`config.mk`:
```
export PLATFORM = sky130hd
export DESIGN_NAME = ordenador_caminho
export DESIGN_NICKNAME = d
export VERILOG_FILES = /design/src/rtl/ordenador_caminho.sv
export SDC_FILE = /design/constraint.sdc
export NUM_CORES = 2
export LEC_CHECK = 0
export ABC_AREA = 1
export BUFFER_PORTS_ARGS = -buffer_cell sky130_fd_sc_hd__buf_2
export CORE_MARGIN = 8
export CORE_UTILIZATION = 57
export DETAILED_ROUTE_END_ITERATION = 10
export PLACE_DENSITY_LB_ADDON = 0.08
export REMOVE_ABC_BUFFERS = 1
export SETUP_SLACK_MARGIN = 0.15
export SLEW_MARGIN = 20
export SYNTH_ARGS = -nofsm -noshare
export SYNTH_HDL_FRONTEND = slang
export SYNTH_SLANG_ARGS = --single-unit
```
`constraint.sdc`:
```
create_clock -name clk -period 4.1 [get_ports clk]
set_clock_uncertainty 0.15 [all_clocks]
set_input_delay 0 -clock clk [delete_from_list [all_inputs] [get_ports clk]]
set_output_delay 0 -clock clk [all_outputs]
set_load 0.1 [all_outputs]
```
`src/rtl/ordenador_caminho.sv`:
```
// Path reorder stage: captures path nodes destination-first into a LIFO and
// re-streams them source-first on a valid/ready interface.
module ordenador_caminho #(
  parameter int unsigned ADDR_WIDTH  = 12,
  parameter int unsigned MAX_CAMINHO = 256,
  parameter int unsigned PTR_WIDTH   = $clog2(MAX_CAMINHO)
) (
  input  logic                  clk,
  input  logic                  rst_n,
  input  logic                  soft_reset_in,
  input  logic                  no_valido_in,
  input  logic [ADDR_WIDTH-1:0] no_addr_in,
  input  logic                  caminho_fim_in,
  output logic                  out_valid_out,
  output logic [ADDR_WIDTH-1:0] out_addr_out,
  output logic                  out_ultimo_out,
  input  logic                  out_ready_in,
  output logic [PTR_WIDTH:0]    comprimento_out,
  output logic                  ocupado_out,
  output logic                  overflow_out,
  output logic                  erro_out
);

  typedef enum logic [1:0] {OCIOSO, CAPTURA, ENVIO} estado_t;

  localparam logic [PTR_WIDTH:0] PTR_MAX = (PTR_WIDTH+1)'(MAX_CAMINHO);
  localparam logic [PTR_WIDTH:0] UM      = (PTR_WIDTH+1)'(1);

  estado_t estado_q, estado_d;

  logic [PTR_WIDTH:0]    ptr_q, ptr_d, ptr_cap, ptr_menos_um;
  logic [PTR_WIDTH:0]    comp_d;
  logic                  valid_d, ultimo_d, ovf_d, erro_d;
  logic                  wr_en, rd_en;
  logic [PTR_WIDTH-1:0]  wr_idx, rd_idx;
  logic [ADDR_WIDTH-1:0] mem [MAX_CAMINHO];

  assign ptr_menos_um = ptr_q - UM;
  assign wr_idx       = ptr_q[PTR_WIDTH-1:0];
  assign rd_idx       = ptr_menos_um[PTR_WIDTH-1:0];
  assign ocupado_out  = (estado_q != OCIOSO);

  always_ff @(posedge clk or negedge rst_n) begin
    if (!rst_n) estado_q <= OCIOSO;
    else        estado_q <= estado_d;
  end

  always_comb begin
    estado_d = estado_q;
    ptr_d    = ptr_q;
    ptr_cap  = ptr_q;
    comp_d   = comprimento_out;
    valid_d  = out_valid_out;
    ultimo_d = out_ultimo_out;
    ovf_d    = overflow_out;
    erro_d   = erro_out;
    wr_en    = 1'b0;
    rd_en    = 1'b0;

    unique case (estado_q)
      OCIOSO, CAPTURA: begin
        // ptr is always 0 in OCIOSO, so both states share the capture path
        if (no_valido_in) begin
          if (ptr_q < PTR_MAX) begin
            wr_en   = 1'b1;
            ptr_cap = ptr_q + UM;
          end else begin
            ovf_d = 1'b1;
          end
          if (estado_q == OCIOSO) comp_d = '0;
        end
        ptr_d = ptr_cap;
        if (caminho_fim_in) begin
          comp_d = ptr_cap;
          if (ptr_cap != '0) estado_d = ENVIO;
        end else if (no_valido_in) begin
          estado_d = CAPTURA;
        end
      end
      ENVIO: begin
        if (no_valido_in) erro_d = 1'b1;
        // The read register is the output register: a read is issued whenever
        // the output slot is empty or being consumed, giving bubble-free beats.
        if (!out_valid_out || out_ready_in) begin
          if (ptr_q != '0) begin
            rd_en    = 1'b1;
            ptr_d    = ptr_menos_um;
            valid_d  = 1'b1;
            ultimo_d = (ptr_q == UM);
          end else begin
            valid_d  = 1'b0;
            ultimo_d = 1'b0;
            estado_d = OCIOSO;
          end
        end
      end
      default: estado_d = OCIOSO;
    endcase

    if (soft_reset_in) begin
      estado_d = OCIOSO;
      ptr_d    = '0;
      comp_d   = '0;
      valid_d  = 1'b0;
      ultimo_d = 1'b0;
      ovf_d    = 1'b0;
      erro_d   = 1'b0;
      wr_en    = 1'b0;
      rd_en    = 1'b0;
    end
  end

  always_ff @(posedge clk or negedge rst_n) begin
    if (!rst_n) begin
      ptr_q           <= '0;
      comprimento_out <= '0;
      out_valid_out   <= 1'b0;
      out_ultimo_out  <= 1'b0;
      overflow_out    <= 1'b0;
      erro_out        <= 1'b0;
      out_addr_out    <= '0;
    end else begin
      ptr_q           <= ptr_d;
      comprimento_out <= comp_d;
      out_valid_out   <= valid_d;
      out_ultimo_out  <= ultimo_d;
      overflow_out    <= ovf_d;
      erro_out        <= erro_d;
      if (rd_en) out_addr_out <= mem[rd_idx];
    end
  end

  always_ff @(posedge clk) begin
    if (wr_en) mem[wr_idx] <= no_addr_in;
  end

endmodule

```
After elaboration in Yosys (flattened, before gate mapping):

Memory sizes are Yosys's and may differ from the RTL's. A register that Yosys moved wholly into a read port is not among the register bits.
Index checks and enable logic that the tools add are counted.

* flip-flop bits (word level): 24
* memory bits (writable): 3072
* input bits: 18
* output and inout port bits: 26
* logic and storage cells: 84
* memories kept: 1

* add/sub/neg operators: 2
* $lt $le $gt $ge: 1
* equal/unequal tests: 9
* muxes and demuxes: 43
* reduce and logical (&&, ||, !) cells: 21

Memory list
* mem: words 256, width 12, read ports 1, clocked after memory_dff 1, write ports 1, line 36 `logic [ADDR_WIDTH-1:0] mem [MAX_CAMINHO];`

Operator list (number)
* $mux 9: 11
* $mux 1: 24
* $pmux 9 s2: 1
* $reduce_bool 9->1: 2
* $mux 2: 6
* $reduce_bool 2->1: 5
* $add 9x1->9 const B: 1
* $eq 9x1->1 const B: 1
* $lt 9x9->1 const B: 1
* $ne 3x3->1 const B: 3
* $reduce_and 3->1: 3
* $reduce_bool 3->1: 3
* $sub 9x1->9 const B: 1
* $ne 4x4->1 const B: 2
* $pmux 2 s2: 1
* $reduce_and 2->1: 2
* $reduce_and 4->1: 1
* $eq 2x1->1 const B: 1
* $eq 2x2->1 const B: 1
* $logic_not 1->1: 2
* $logic_not 2->1: 1
* $ne 2x2->1 const B: 1
* $reduce_or 2->1: 1
* $logic_or 1x1->1: 1

Logic depth before layout (Yosys ltp):

* depth in word-level cells: 9
* gate-level depth with buffers: 20
* mapped depth without buffers: 13

Worst setup path after synthesis:

Ideal clock, no wire load.

* path kind: flip-flop to flip-flop
* start: register ptr_q[0]
* end: memory mem[110][0] (enable)
* setup time: 380 ps
* arrival time: 2521 ps
* required time: 3570 ps
* setup slack: 1049 ps
* cell stages (with the launch flop): 12
* path buffers: 5
* clock period less this slack: 3051 ps
* cells stage by stage: dfrtp_1 > buf_4 > inv_4 > buf_4 > buf_2 > buf_2 > ha_1 > inv_1 > nor2_1 > nand4_1 > clkbuf_1 > nor2_1

* longest elaborated chain between the ends: 7

RTL lines
* start: declaration: line 31 `logic [PTR_WIDTH:0] ptr_q, ptr_d, ptr_cap, ptr_menos_um;`
* start signal: assignment: line 123 `ptr_q <= ptr_d;`
* $lt 9x9->1: line 64 `if (ptr_q < PTR_MAX) begin`
* $mux 1: line 64
* $mux 1: line 63 `if (no_valido_in) begin`
* $mux 1: line 60 `unique case (estado_q)`
* $mux 1: line 100 `if (soft_reset_in) begin`
* $mux 1: line 134 `if (wr_en) mem[wr_idx] <= no_addr_in;`
* $mux 1 (not written as such): line 134
* end: declaration: line 36

Several ways; a longest one is shown, not always the timed one.

Final worst setup path:

* start: register ptr_q[0]
* end: register out_addr_out[10], read port of mem

* longest elaborated chain between the ends: 5
* elaborated cells on any way between the ends: 6
* classes of those cells: add/sub: 1; mux: 4; reduce/logical: 1

RTL lines
* $reduce_bool 9->1: line 85 `if (ptr_q != '0) begin`
* $mux 1: line 85
* $mux 1: line 84 `if (!out_valid_out || out_ready_in) begin`
* $mux 1: line 60
* $mux 1: line 100
* end: declaration: line 15 `output logic [ADDR_WIDTH-1:0] out_addr_out,`

Several ways; a longest one is shown, not always the timed one.
A chain may end at the register's enable or synchronous reset.

==> implementation parameters <==
Parameter                              Value

Placed design
  Count of input and output buffers ... 43
  Post-DP HPWL ... 201,000 um
  Final weighted congestion of routability-driven global placement ... 0.887
  Minimum setup slack after placement ... 167 ps

Power
  Net switching power figure ... 43.8 mW
  Internal power of the cells ... 62.3 mW
  Max VDD drop ... 1.44 mV
  Total power density per cell area ... 752 nW/um2
  Total power of the final layout ... 106 mW
  Leakage power ... 49.7 nW
  Sw Ratio ... 41.3%
  Sequential Power Share ... 33.4%
  Portion of total power attributed to combinational logic ... 40.0%
  Clock share of power ... 26.6%

Logic synthesis
  Synth top area cells ... sky130_fd_sc_hd__edfxtp_1 (74%), sky130_fd_sc_hd__nand3_1 (12%), sky130_fd_sc_hd__nand2_1 (9.5%)
  Post-synthesis cell count ... 10,500
  Post-synth top flop ... sky130_fd_sc_hd__edfxtp_1
  Post-synthesis sequential element count ... 3,108
  Number of enable flip-flop cells after synthesis ... 3,072
  Sequential cell area fraction in the yosys report ... 74.2%
  Average instance area after synthesis ... 12.0 um2
  Count of unique library cells instantiated by Yosys ... 32
  Cell taking the most area after synthesis ... sky130_fd_sc_hd__edfxtp_1
  Most frequent cell after synthesis ... sky130_fd_sc_hd__nand2_1
  Post-Synthesis Cell Area ... 125,000 um2
  Total of warnings raised by yosys ... 0
  Most numerous cell types in the synthesized netlist ... sky130_fd_sc_hd__nand2_1 (3,168), sky130_fd_sc_hd__nand3_1 (3,075), sky130_fd_sc_hd__edfxtp_1 (3,072)
  Post-synthesis async set-or-reset flop share ... 1.16%
  Portion of synthesized cell area occupied by the leading cell type ... 73.5%

Floorplanning
  Die outline area ... 235,000 um2
  Die height ... 485 um
  Area of the core ... 219,000 um2
  Row count ... 172
  Starting Density ... 57.2%
  Floorplan die width ... 485 um
  I/O Pins ... 44

Cells and area
  Final #Nets ... 10,600
  Area added between synthesis and finish ... 12.5%
  Fraction of layout instances using a drive strength above 1 ... 8.96%
  Post-route core utilization ... 64.4%

Drt
  Number of optimization iterations in the first detailed-route pass ... 6
  1st-iter DRT viols ... 11,100
  Post-route antenna net violation count ... 0
  Mean routed wirelength per cell ... 26.0 um
  Residual DRC ... 0
  Vias per std cell ... 6.09
  Via count ... 83,700
  Routed wire length ... 357,000 um

Worst hold path
  Class of the most critical hold timing path ... input port to register

STA
  Setup repair after global routing missed its margin ... no
  Setup tns final ... 0 ps
  Highest clock frequency the design can meet ... 255 MHz
  Slew Limit Fails ... 0
  Final Hold Viols ... 0
  Final critical delay including setup and external delays ... 3920 ps
  Final setup fails ... 0
  Final worst slack ... 179 ps
  Share of the cycle needed by the critical path after routing ... 95.6%
  Pin slew with the least headroom to its limit ... 1280 ps
  Worst-case headroom to the max-slew limit ... 14.8%

CTS
  Number of buffers added by the clock tree synthesis step ... 326
  Clock Latency Late Sink ... 950 ps
  Buffer depth of the longest clock path ... 4
  H-tree depth ... 5
  Clock-pin transition on the worst setup and hold timing paths ... 70 ps
  CTS Root Buffer Type ... sky130_fd_sc_hd__clkbuf_16
  Clock Sink Count ... 3,108
  Clock tree from TritonCTS ... built

Global routing
  Met2 layer usage reported by global route ... 44.8%
  Met3 Use GR ... 5.30%
  Routing layer with the top usage in global route ... met2
  Maximum number of pins on one net before global-route repair ... 210
  Routing usage on met1 ... 43.1%
  First-pass GRT wire length ... 525,000 um
  Vias in the first global route ... 77,700
  Number of antenna violations at the first check in global routing ... 10
  Congestion Overflow GR ... 0
  Global router's overall resource usage ... 29.5%

Critical path
  Max incr delay on CP ... 540 ps
  CP most frequent cell ... sky130_fd_sc_hd__nand3_1
  Critical setup path kind ... register to register
  Critical-path cell with the highest stage delay ... sky130_fd_sc_hd__dfrtp_4
  CP Data Required Time ... 4830 ps
  Worst-path fanout max ... 36
  Critical path launch point type ... register
  Crit path capture type ... register
  Cell breakdown of the critical path ... inv_16 -> ha_1 -> nand2_1 -> nand2_8 -> buf_4 -> nand3_1 -> nand3_1 -> nand3_1 -> nand3_1 -> nand3_1 -> nand3_1 -> nand3_1 -> nand2_1
  Flop-to-flop setup slack ... 180 ps
  Arr. time, crit path ... 4650 ps

Job
  Max-cap viol count ... 0

Run status
  Result of the run ... complete, no violations
## flip-flops by register name, summed over array words and instances (netlist names)
signal,flops
out_addr_out,12
comprimento_out,9
ptr_q,9
erro_out,1
estado_q,2
overflow_out,1
mem,3072
out_valid_out,1
out_ultimo_out,1
## path summary, 6_finish.rpt
check | to | depth (start not counted) | startpoint
min in group asynchronous | erro_out | 4 | rst_n
worst max-delay path | out_addr_out[10] | 13 | ptr_q[0]
max in group asynchronous | ptr_q[0] | 5 | rst_n
worst min register to register | out_ultimo_out | 2 | out_ultimo_out
worst min-delay path | mem[74][1] | 2 | no_addr_in[1]
worst max register to register | out_addr_out[10] | 13 | ptr_q[0]
## critical path, delay by kind of cell, from the launching register on
kind	cells	cell delay (ps)
and+or+nand+nor	10	2120
buffers and inverters	2	660
DFF	1	540
adders and majority gates	1	270
## cells by family after synthesis
group                      share of synthesized area (%)
and+or+nand+nor                                     22.7
DFF                                                 74.2
buffers and inverters                               2.78
AOI/OAI and AO/OA                                  0.178
xor gates and xnor gates                          0.0748
adders and majority gates                         0.0499
## timing repair
| item | in CTS | in global routing |
|---|---|---|
| hold buffers | 39 | 0 |
| hold endpoints to repair | 3098 | 0 |
| setup buffers | 0 | 0 |
| endpoints found under the setup margin | 2 | 5 |
| pin swaps | 0 | 0 |
| resized for setup | 1 | 7 |
## stage by stage
stage          hold WS [ps]  std cells  area, um2
2_1_floorplan          -446       9755     122000
3_5_place_dp           -312      13100     131000
3_3_place_gp           -318      13100     131000
5_1_grt                42.3      13700     141000
4_1_cts                25.2      13700     141000
6_report               35.8      13700     141000
## per-layer routing
metal | share of wire (%) | vias up
met5 | 0.0076 | -
met4 | 4.2 | 4
met3 | 9.8 | 658
met2 | 46 | 4347
met1 | 40 | 41000
li1 | - | 37600
## cell type report
type                       instances  area [um2]
antenna                            7        17.5
inverter                          51         218
clock buffer                     414        8760
sequential                      3108       93200
multi-input combinational       6596       29000
timing repair buffer             542        5140
tap                             2871        3590
fill                           16400       78200
clock inverter                   152        1280
## power by group through the flow
stage          sequential [mW]  clock (mW)  combinational [mW]
6_report                  35.4        28.2                42.5
5_1_grt                   35.4        29.7                44.9
4_1_cts                   35.4        28.5                41.8
3_5_place_dp              36.1           0                41.5
3_3_place_gp              36.1           0                41.4
2_1_floorplan             36.7           0                12.6
## cell usage in the layout (no fill, tap or decap), drive strengths merged
cell            n
inv            53
nand3        3075
bufinv         22
nor3            6
nand4           6
edfxtp       3072
nand2        3169
xor2            9
clkinvlp        5
nor2          284
clkbuf        414
clkinv        123
a21oi           4
diode           7
ha              5
buf           506
nand3b          3
a22oi           1
o41ai           1
a31o            1
dfrtp          36
dlygate4sd3    36
o22ai          10
o21ai          19
a31oi           2
o2bb2ai         1
(Power assumes the default switching activity.)
